<file path="src/rtl/agp32_mem_unit_if.sv">
// MEM-stage request/response channel and shared memory command bus of agp32_mem_unit.
// slave = the unit itself, master = pipeline/memory/host side.
interface agp32_mem_unit_if #(
  parameter int DATA_W = 32,
  parameter int ADDR_W = 32
);
  localparam int LANES = DATA_W / 8;

  logic              req_valid;
  logic [2:0]        req_op;
  logic [ADDR_W-1:0] req_addr;
  logic [DATA_W-1:0] req_wdata;
  logic              req_ready;
  logic              resp_valid;
  logic [DATA_W-1:0] resp_data;
  logic              resp_err;
  logic              bus_error;
  logic [2:0]        command;
  logic [ADDR_W-1:0] mem_addr;
  logic [DATA_W-1:0] mem_wdata;
  logic [LANES-1:0]  mem_wstrb;
  logic              mem_ready;
  logic [DATA_W-1:0] mem_rdata;
  logic [1:0]        mem_error;
  logic              mem_start_ready;
  logic              interrupt_req;
  logic              interrupt_ack;

  modport slave (
    input  req_valid, req_op, req_addr, req_wdata,
    input  mem_ready, mem_rdata, mem_error, mem_start_ready, interrupt_ack,
    output req_ready, resp_valid, resp_data, resp_err, bus_error,
    output command, mem_addr, mem_wdata, mem_wstrb, interrupt_req
  );

  modport master (
    output req_valid, req_op, req_addr, req_wdata,
    output mem_ready, mem_rdata, mem_error, mem_start_ready, interrupt_ack,
    input  req_ready, resp_valid, resp_data, resp_err, bus_error,
    input  command, mem_addr, mem_wdata, mem_wstrb, interrupt_req
  );
endinterface

</file>
<file path="src/rtl/agp32_mem_unit.sv">
// agp32 MEM-stage sequencer: memory read/write, host interrupt and a small
// half-word-add accelerator, with response timeout and sticky bus error.
//
//   state | meaning
//   INIT  | waiting for memory power-up (mem_start_ready)
//   IDLE  | ready for a request
//   WAIT  | command issued, waiting for mem_ready
//   IRQ   | interrupt raised, waiting for interrupt_ack
//   ACC   | accelerator running, ACC_LAT cycles
//   DONE  | one-cycle response pulse
//   ERROR | bus error seen, left only by reset
module agp32_mem_unit #(
  parameter int DATA_W  = 32,
  parameter int ADDR_W  = 32,
  parameter int TIMEOUT = 255,
  parameter int ACC_LAT = 2
) (
  input logic             clk,
  input logic             rst_n,
  agp32_mem_unit_if.slave bus
);
  localparam int LANES = DATA_W / 8;
  localparam int LB    = $clog2(LANES);
  localparam int HW    = DATA_W / 2;
  localparam int TW    = (TIMEOUT > 0) ? $clog2(TIMEOUT + 1) : 1;
  localparam int AW    = $clog2(ACC_LAT + 1);
  localparam logic [TW-1:0] T_LOAD = (TIMEOUT > 0) ? TW'(TIMEOUT - 1) : '0;
  localparam logic [AW-1:0] A_LOAD = AW'(ACC_LAT - 1);

  localparam logic [2:0] OP_RD_W = 3'd1;
  localparam logic [2:0] OP_RD_B = 3'd2;
  localparam logic [2:0] OP_WR_W = 3'd3;
  localparam logic [2:0] OP_WR_B = 3'd4;
  localparam logic [2:0] OP_IRQ  = 3'd5;
  localparam logic [2:0] OP_ACC  = 3'd6;

  localparam logic [2:0] CMD_NONE = 3'd0;
  localparam logic [2:0] CMD_RD   = 3'd2;
  localparam logic [2:0] CMD_WR   = 3'd3;
  localparam logic [2:0] CMD_IRQ  = 3'd4;

  typedef enum logic [2:0] {
    S_INIT, S_IDLE, S_WAIT, S_IRQ, S_ACC, S_DONE, S_ERROR
  } state_e;

  state_e            state_q, state_d;
  logic [2:0]        cmd_q, cmd_d;
  logic [ADDR_W-1:0] addr_q, addr_d;
  logic [DATA_W-1:0] wdata_q, wdata_d;
  logic [LANES-1:0]  wstrb_q, wstrb_d;
  logic              irq_q, irq_d;
  logic [DATA_W-1:0] data_q, data_d;
  logic              err_q, err_d;
  logic              berr_q, berr_d;
  logic [TW-1:0]     tmo_q, tmo_d;
  logic [AW-1:0]     acc_q, acc_d;
  logic [DATA_W-1:0] opnd_q, opnd_d;
  logic [2:0]        op_q, op_d;
  logic              first_q, first_d;

  logic [HW-1:0]     acc_sum;
  logic [7:0]        rd_byte;
  logic              tmo_hit;

  assign acc_sum = opnd_q[DATA_W-1:HW] + opnd_q[HW-1:0];
  assign rd_byte = 8'(bus.mem_rdata >> {addr_q[LB-1:0], 3'b000});
  assign tmo_hit = (TIMEOUT != 0) && (tmo_q == '0);

  always_ff @(posedge clk or negedge rst_n) begin
    if (!rst_n) begin
      state_q <= S_INIT;
      cmd_q   <= CMD_NONE;
      addr_q  <= '1;
      wdata_q <= '0;
      wstrb_q <= '0;
      irq_q   <= 1'b0;
      data_q  <= '0;
      err_q   <= 1'b0;
      berr_q  <= 1'b0;
      tmo_q   <= '0;
      acc_q   <= '0;
      opnd_q  <= '0;
      op_q    <= '0;
      first_q <= 1'b0;
    end else begin
      state_q <= state_d;
      cmd_q   <= cmd_d;
      addr_q  <= addr_d;
      wdata_q <= wdata_d;
      wstrb_q <= wstrb_d;
      irq_q   <= irq_d;
      data_q  <= data_d;
      err_q   <= err_d;
      berr_q  <= berr_d;
      tmo_q   <= tmo_d;
      acc_q   <= acc_d;
      opnd_q  <= opnd_d;
      op_q    <= op_d;
      first_q <= first_d;
    end
  end

  always_comb begin
    state_d = state_q;
    cmd_d   = CMD_NONE;
    addr_d  = addr_q;
    wdata_d = wdata_q;
    wstrb_d = wstrb_q;
    irq_d   = irq_q;
    data_d  = data_q;
    err_d   = err_q;
    berr_d  = berr_q;
    tmo_d   = tmo_q;
    acc_d   = acc_q;
    opnd_d  = opnd_q;
    op_d    = op_q;
    first_d = 1'b0;

    case (state_q)
      S_INIT: if (bus.mem_start_ready) state_d = S_IDLE;

      S_IDLE: if (bus.req_valid) begin
        op_d  = bus.req_op;
        err_d = 1'b0;
        case (bus.req_op)
          OP_RD_W, OP_RD_B: begin
            cmd_d  = CMD_RD;
            addr_d = bus.req_addr;
          end
          OP_WR_W: begin
            cmd_d   = CMD_WR;
            addr_d  = bus.req_addr;
            wdata_d = bus.req_wdata;
            wstrb_d = '1;
          end
          OP_WR_B: begin
            cmd_d   = CMD_WR;
            addr_d  = bus.req_addr;
            wdata_d = {LANES{bus.req_wdata[7:0]}};
            wstrb_d = LANES'(1) << bus.req_addr[LB-1:0];
          end
          OP_IRQ: begin
            cmd_d  = CMD_IRQ;
            addr_d = '0;
          end
          OP_ACC: begin
            opnd_d  = bus.req_wdata;
            acc_d   = A_LOAD;
            state_d = S_ACC;
          end
          default: begin
            data_d  = '0;
            state_d = S_DONE;
          end
        endcase
        if (cmd_d != CMD_NONE) begin
          state_d = S_WAIT;
          tmo_d   = T_LOAD;
          first_d = 1'b1;
        end
      end

      // mem_ready in the issue cycle belongs to the previous transaction
      S_WAIT: begin
        if (!first_q && bus.mem_ready) begin
          if (op_q == OP_RD_W) data_d = bus.mem_rdata;
          else if (op_q == OP_RD_B) data_d = DATA_W'(rd_byte);
          if (op_q == OP_IRQ) begin
            irq_d   = 1'b1;
            tmo_d   = T_LOAD;
            state_d = S_IRQ;
          end else begin
            state_d = S_DONE;
          end
        end else if (tmo_hit) begin
          err_d   = 1'b1;
          state_d = S_DONE;
        end else if (tmo_q != '0) begin
          tmo_d = tmo_q - 1'b1;
        end
      end

      S_IRQ: begin
        if (bus.interrupt_ack) begin
          irq_d   = 1'b0;
          state_d = S_DONE;
        end else if (tmo_hit) begin
          irq_d   = 1'b0;
          err_d   = 1'b1;
          state_d = S_DONE;
        end else if (tmo_q != '0) begin
          tmo_d = tmo_q - 1'b1;
        end
      end

      S_ACC: begin
        if (acc_q == '0) begin
          data_d  = DATA_W'(acc_sum);
          state_d = S_DONE;
        end else begin
          acc_d = acc_q - 1'b1;
        end
      end

      S_DONE:  state_d = S_IDLE;
      S_ERROR: state_d = S_ERROR;
      default: state_d = S_ERROR;
    endcase

    // a bus error overrides any completion in the same cycle
    if (state_q != S_INIT && bus.mem_error != 2'b00) begin
      state_d = S_ERROR;
      berr_d  = 1'b1;
      cmd_d   = CMD_NONE;
      irq_d   = 1'b0;
    end
  end

  assign bus.req_ready     = (state_q == S_IDLE);
  assign bus.resp_valid    = (state_q == S_DONE);
  assign bus.resp_err      = (state_q == S_DONE) && err_q;
  assign bus.resp_data     = data_q;
  assign bus.bus_error     = berr_q;
  assign bus.command       = cmd_q;
  assign bus.mem_addr      = addr_q;
  assign bus.mem_wdata     = wdata_q;
  assign bus.mem_wstrb     = wstrb_q;
  assign bus.interrupt_req = irq_q;
endmodule

</file>
<file path="src/flat_wrapper.sv">
// flat-port wrapper written by rule: the top's interface ports become plain ports
module agp32_mem_unit_flat 
#(
  parameter int DATA_W  = 32,
  parameter int ADDR_W  = 32,
  parameter int TIMEOUT = 255,
  parameter int ACC_LAT = 2
)
  (clk, rst_n, bus_req_valid, bus_req_op, bus_req_addr, bus_req_wdata, bus_mem_ready, bus_mem_rdata, bus_mem_error, bus_mem_start_ready, bus_interrupt_ack, bus_req_ready, bus_resp_valid, bus_resp_data, bus_resp_err, bus_bus_error, bus_command, bus_mem_addr, bus_mem_wdata, bus_mem_wstrb, bus_interrupt_req);
  agp32_mem_unit_if #(.DATA_W(DATA_W), .ADDR_W(ADDR_W)) bus_i ();
  input logic clk;
  input logic rst_n;
  input wire logic [$bits(bus_i.req_valid)-1:0] bus_req_valid;
  input wire logic [$bits(bus_i.req_op)-1:0] bus_req_op;
  input wire logic [$bits(bus_i.req_addr)-1:0] bus_req_addr;
  input wire logic [$bits(bus_i.req_wdata)-1:0] bus_req_wdata;
  input wire logic [$bits(bus_i.mem_ready)-1:0] bus_mem_ready;
  input wire logic [$bits(bus_i.mem_rdata)-1:0] bus_mem_rdata;
  input wire logic [$bits(bus_i.mem_error)-1:0] bus_mem_error;
  input wire logic [$bits(bus_i.mem_start_ready)-1:0] bus_mem_start_ready;
  input wire logic [$bits(bus_i.interrupt_ack)-1:0] bus_interrupt_ack;
  output wire logic [$bits(bus_i.req_ready)-1:0] bus_req_ready;
  output wire logic [$bits(bus_i.resp_valid)-1:0] bus_resp_valid;
  output wire logic [$bits(bus_i.resp_data)-1:0] bus_resp_data;
  output wire logic [$bits(bus_i.resp_err)-1:0] bus_resp_err;
  output wire logic [$bits(bus_i.bus_error)-1:0] bus_bus_error;
  output wire logic [$bits(bus_i.command)-1:0] bus_command;
  output wire logic [$bits(bus_i.mem_addr)-1:0] bus_mem_addr;
  output wire logic [$bits(bus_i.mem_wdata)-1:0] bus_mem_wdata;
  output wire logic [$bits(bus_i.mem_wstrb)-1:0] bus_mem_wstrb;
  output wire logic [$bits(bus_i.interrupt_req)-1:0] bus_interrupt_req;
  assign bus_i.req_valid = bus_req_valid;
  assign bus_i.req_op = bus_req_op;
  assign bus_i.req_addr = bus_req_addr;
  assign bus_i.req_wdata = bus_req_wdata;
  assign bus_i.mem_ready = bus_mem_ready;
  assign bus_i.mem_rdata = bus_mem_rdata;
  assign bus_i.mem_error = bus_mem_error;
  assign bus_i.mem_start_ready = bus_mem_start_ready;
  assign bus_i.interrupt_ack = bus_interrupt_ack;
  assign bus_req_ready = bus_i.req_ready;
  assign bus_resp_valid = bus_i.resp_valid;
  assign bus_resp_data = bus_i.resp_data;
  assign bus_resp_err = bus_i.resp_err;
  assign bus_bus_error = bus_i.bus_error;
  assign bus_command = bus_i.command;
  assign bus_mem_addr = bus_i.mem_addr;
  assign bus_mem_wdata = bus_i.mem_wdata;
  assign bus_mem_wstrb = bus_i.mem_wstrb;
  assign bus_interrupt_req = bus_i.interrupt_req;
  agp32_mem_unit #(.DATA_W(DATA_W), .ADDR_W(ADDR_W), .TIMEOUT(TIMEOUT), .ACC_LAT(ACC_LAT)) u_core (.clk(clk), .rst_n(rst_n), .bus(bus_i));
endmodule
</file>
<file path="config.mk">
export PLATFORM = sky130hd
export DESIGN_NAME = agp32_mem_unit_flat
export DESIGN_NICKNAME = d
export VERILOG_FILES = /design/src/rtl/agp32_mem_unit_if.sv /design/src/rtl/agp32_mem_unit.sv /design/src/flat_wrapper.sv
export SDC_FILE = /design/constraint.sdc
export NUM_CORES = 1
export LEC_CHECK = 0
export ABC_AREA = 1
export BUFFER_PORTS_ARGS = -buffer_cell sky130_fd_sc_hd__buf_2
export CORE_MARGIN = 8
export CORE_UTILIZATION = 40
export CTS_BUF_LIST = sky130_fd_sc_hd__clkbuf_4
export DETAILED_ROUTE_END_ITERATION = 8
export PLACE_DENSITY_LB_ADDON = 0.15
export SYNTH_ARGS = -nofsm -noshare
export SYNTH_HDL_FRONTEND = slang
export SYNTH_SLANG_ARGS = --single-unit
</file>
<file path="constraint.sdc">
create_clock -name clk -period 2.42 [get_ports clk]
set_input_delay 0 -clock clk [delete_from_list [all_inputs] [get_ports clk]]
set_output_delay 0 -clock clk [all_outputs]
set_load 0.03 [all_outputs]
</file>
==> results by group <==
Outcome
  – Status: finished, final reports clean

Clocking
  – H-tree depth: 4
  – CTS tree: done
  – CTS Sinks: 155
  – Root buf cell: clkbuf_4
  – Total CTS buffers: 17
  – Bufs on Longest Clock Path: 2
  – Clock-pin slew on the worst setup and hold paths: 0.15 ns
  – Post-CTS setup buffers: 0
  – Skew-Pair Late Insertion Delay: 0.55 ns

Pwr
  – P_leak: 0.005844 uW
  – Power per cell area: 508.9 mW/mm^2
  – Worst VDD drop: 280.9 uV
  – Comb power frac: 15.8%
  – Clk pwr share: 33.5%
  – Pint: 3828 uW
  – Net Sw Power: 1664 uW
  – Sequential Power Share: 50.8%
  – Switching share of power: 30.30%

Critical path
  – Crit path max-delay family: simple AND/OR/NAND/NOR gates
  – WP buf/inv: 2
  – CP max-delay cell: dlygate4sd3_1
  – Startpoint types: flip-flop
  – Worst Path Max Fanout: 6
  – Crit path top cell by count: nand2_1
  – Reg2reg setup slack: 0.17 ns
  – Critical Path RT: 2.87 ns
  – Reg2reg start: u_core.state_q[1]
  – R2R cell count: 9
  – Worst Setup End Kind: flip-flop
  – Arr. time, crit path: 2.70 ns
  – Critical path cell sequence: inv_1, nand2_1, nor2_2, nand2_1, nand2_1, a21oi_1, o21ai_0, dlygate4sd3_1, nand3_1
  – Critical Path Stages: 9
  – Kind of critical path: flip-flop to flip-flop
  – Reg2reg end: u_core.state_q[2]
  – Worst path max stage delay: 0.56 ns

Layout
  – # nets final: 1439
  – Layout Utilization: 55.46%
  – Fillcell total: 1866
  – Layout area overhead: 35.71%
  – Share of layout cells above drive strength 1: 25.64%
  – Most common cell after layout, fill and taps aside: nand2_1
  – Most frequent cells in the layout: nand2_1, buf_2, dfrtp_1, dlygate4sd3_1, o21ai_0
  – Fin area: 0.01079 mm^2
  – Post-Layout Cell Count: 1593

Floorplan
  – Die area: 0.02465 mm^2
  – I/O pin cnt: 215
  – Core region area: 0.01946 mm^2
  – Die W: 157.0 um
  – Placement row count: 51
  – DIE HEIGHT: 157.0 um
  – Initial Util: 40.87%

Synthesis
  – Post-synth cell types: 38
  – Post-Syn Nets: 1119
  – Synth Cell Area: 0.007954 mm^2
  – Cells after synthesis: 993
  – Register area share after synthesis: 49.27%
  – Warnings from Yosys: 0
  – FFs w/ async S/R, synth: 100.0%
  – Synth area leader: dfrtp_1
  – Ys flop type: dfrtp_1
  – Synth top area share: 38.70%
  – Avg Inst Size Synth: 8.010 um^2
  – Top cells by area, synth: dfrtp_1, nand2_1, dfstp_2
  – Synth Register Bits: 155
  – EDFF count, synth: 0

Route
  – Iteration-0 DRC Markers: 406
  – Detailed Routing Iterations Pass 1: 5
  – Vias per cell: 4.852
  – Uppermost layer routed: met4
  – WL final: 24.80 mm
  – Drc violations: 0
  – Met1 WL: 11.44 mm
  – Vias: 7729
  – Average wire per standard cell: 15.57 um
  – Post-route ant nets: 0
  – Met2 routed WL: 10.99 mm
  – Routed wl met3: 1.985 mm

STA
  – PnR worst setup slack: 0.1705 ns
  – Worst clock skew: 0.02342 ns
  – Fin. max-slew vios: 0
  – Min Tclk post-route: 2.250 ns
  – Final hold vios: 0
  – Max Clk Rate: 444.5 MHz
  – Worst slew margin: 69.48%
  – Period utilization: 92.95%
  – Setup_tns: 0 ns
  – Setup-failing EPs final: 0
  – Worst Tran Pin Value: 0.4578 ns
  – RSZ-0062 raised after global routing: true

Job
  – Max_cap viols: 0

GRT
  – First-pass GRT wire length: 39.33 mm
  – Global Route Usage Sum: 20.09%
  – Vias in the first global route: 7580
  – GRT overflow: 0
  – Initial antenna violation count: 2
  – Largest net degree at the start of global routing: 58

Placed design
  – Detail Placement HPWL: 17.44 mm
  – Dpl cells: 1445
  – IO buf count: 214
  – Setup WS pre-CTS: 0.5091 ns
  – Gpl congestion: 0.8523
  – Post-DP Area: 0.009298 mm^2

Worst hold path
  – HP Class: input pin to async pin
layer usage:
metal | vias up | track usage [%]
met1 | 3548 | 27.47
met2 | 276 | 30.57
met3 | 32 | 5.402
met4 | 0 | 5.984
met5 | - | 0
li1 | 3873 | -
sequential cells by signal, indices dropped and copies added, names as in the netlist, 2 cells and up:
signal	cells
u_core.state_q	3
u_core.op_q	3
u_core.tmo_q	8
u_core.bus.mem_addr	32
u_core.opnd_q	32
u_core.acc_q	2
u_core.bus.mem_wdata	32
u_core.bus.resp_data	32
u_core.bus.mem_wstrb	4
u_core.bus.command	3
layout make-up:
type	count	area, um^2	share of cell area (%)
Clock buffer	17	127.6	1.182
Inverter	91	341.6	3.164
Sequential cell	155	3919	36.30
Multi-Input combinational cell	707	3508	32.50
Timing Repair Buffer	341	2362	21.88
Antenna cell	2	5.005	0.04637
Clock inverter	15	198.9	1.843
Tap cell	265	331.6	3.072
through the flow:
| step | power, uW | hold WS [ns] |
|---|---|---|
| after detailed placement | 3557 | 0.01674 |
| final | 5493 | 0.1700 |
| after global placement | 3553 | 0.02069 |
| after floorplan | 3217 | -0.2956 |
| after CTS | 5564 | 0.1219 |
| after global routing | 5767 | 0.1332 |
cells by family after synthesis:
| family | synth area share (%) |
|---|---|
| simple gates | 24.73 |
| buf+inv | 6.654 |
| xor+xnor | 0.6607 |
| mux | 3.398 |
| compound gates | 12.21 |
| fa+ha+maj | 3.083 |
| flops | 49.27 |
synth_stat cells, types with 3 or more instances:
cell      count
dfstp_2      32
nand3_1      70
mux2_2       24
nand3b_1      3
inv_1        86
ha_1         18
o21ai_0     103
a31oi_1      24
dfrtp_1     123
clkbuf_1     21
nor2_1       88
o21ai_1      13
a21oi_1      39
nand2_2       4
inv_2         5
nor3_1        6
or2_2         3
nor2_2        4
nand2_1     284
buf_2        15
xor2_1        4
power groups by stage:
| stage | clock network [uW] | registers [uW] | logic, uW |
|---|---|---|---|
| finish | 1840 | 2790 | 867 |
| global route | 2010 | 2800 | 951 |
| CTS | 1910 | 2790 | 868 |
| detailed placement | 0 | 2830 | 724 |
| global placement | 0 | 2830 | 718 |
| floorplan | 0 | 3000 | 217 |
how the worst max path moves through the flow:
| stage | startpoint | to | slack [ns] |
|---|---|---|---|
| 2_1_floorplan | u_core.opnd_q[0] | u_core.bus.resp_data[8] | 0.62 |
| 3_3_place_gp | u_core.opnd_q[0] | u_core.bus.resp_data[8] | 0.52 |
| 3_5_place_dp | u_core.opnd_q[0] | u_core.bus.resp_data[8] | 0.51 |
| 4_1_cts | u_core.state_q[2] | u_core.bus.mem_wdata[16] | 0.1 |
| 5_1_grt | u_core.state_q[1] | u_core.state_q[2] | -0.03 |
| 6_report | u_core.state_q[1] | u_core.state_q[2] | 0.17 |
what timing repair did:
action / 4_1_cts / 5_1_grt
hold buffers: 114 / 0
endpoints found under the hold margin: 301 / 0
setup endpoints to repair: 0 / 5
gates resized for setup: 0 / 4
(Power assumes the default switching activity.)
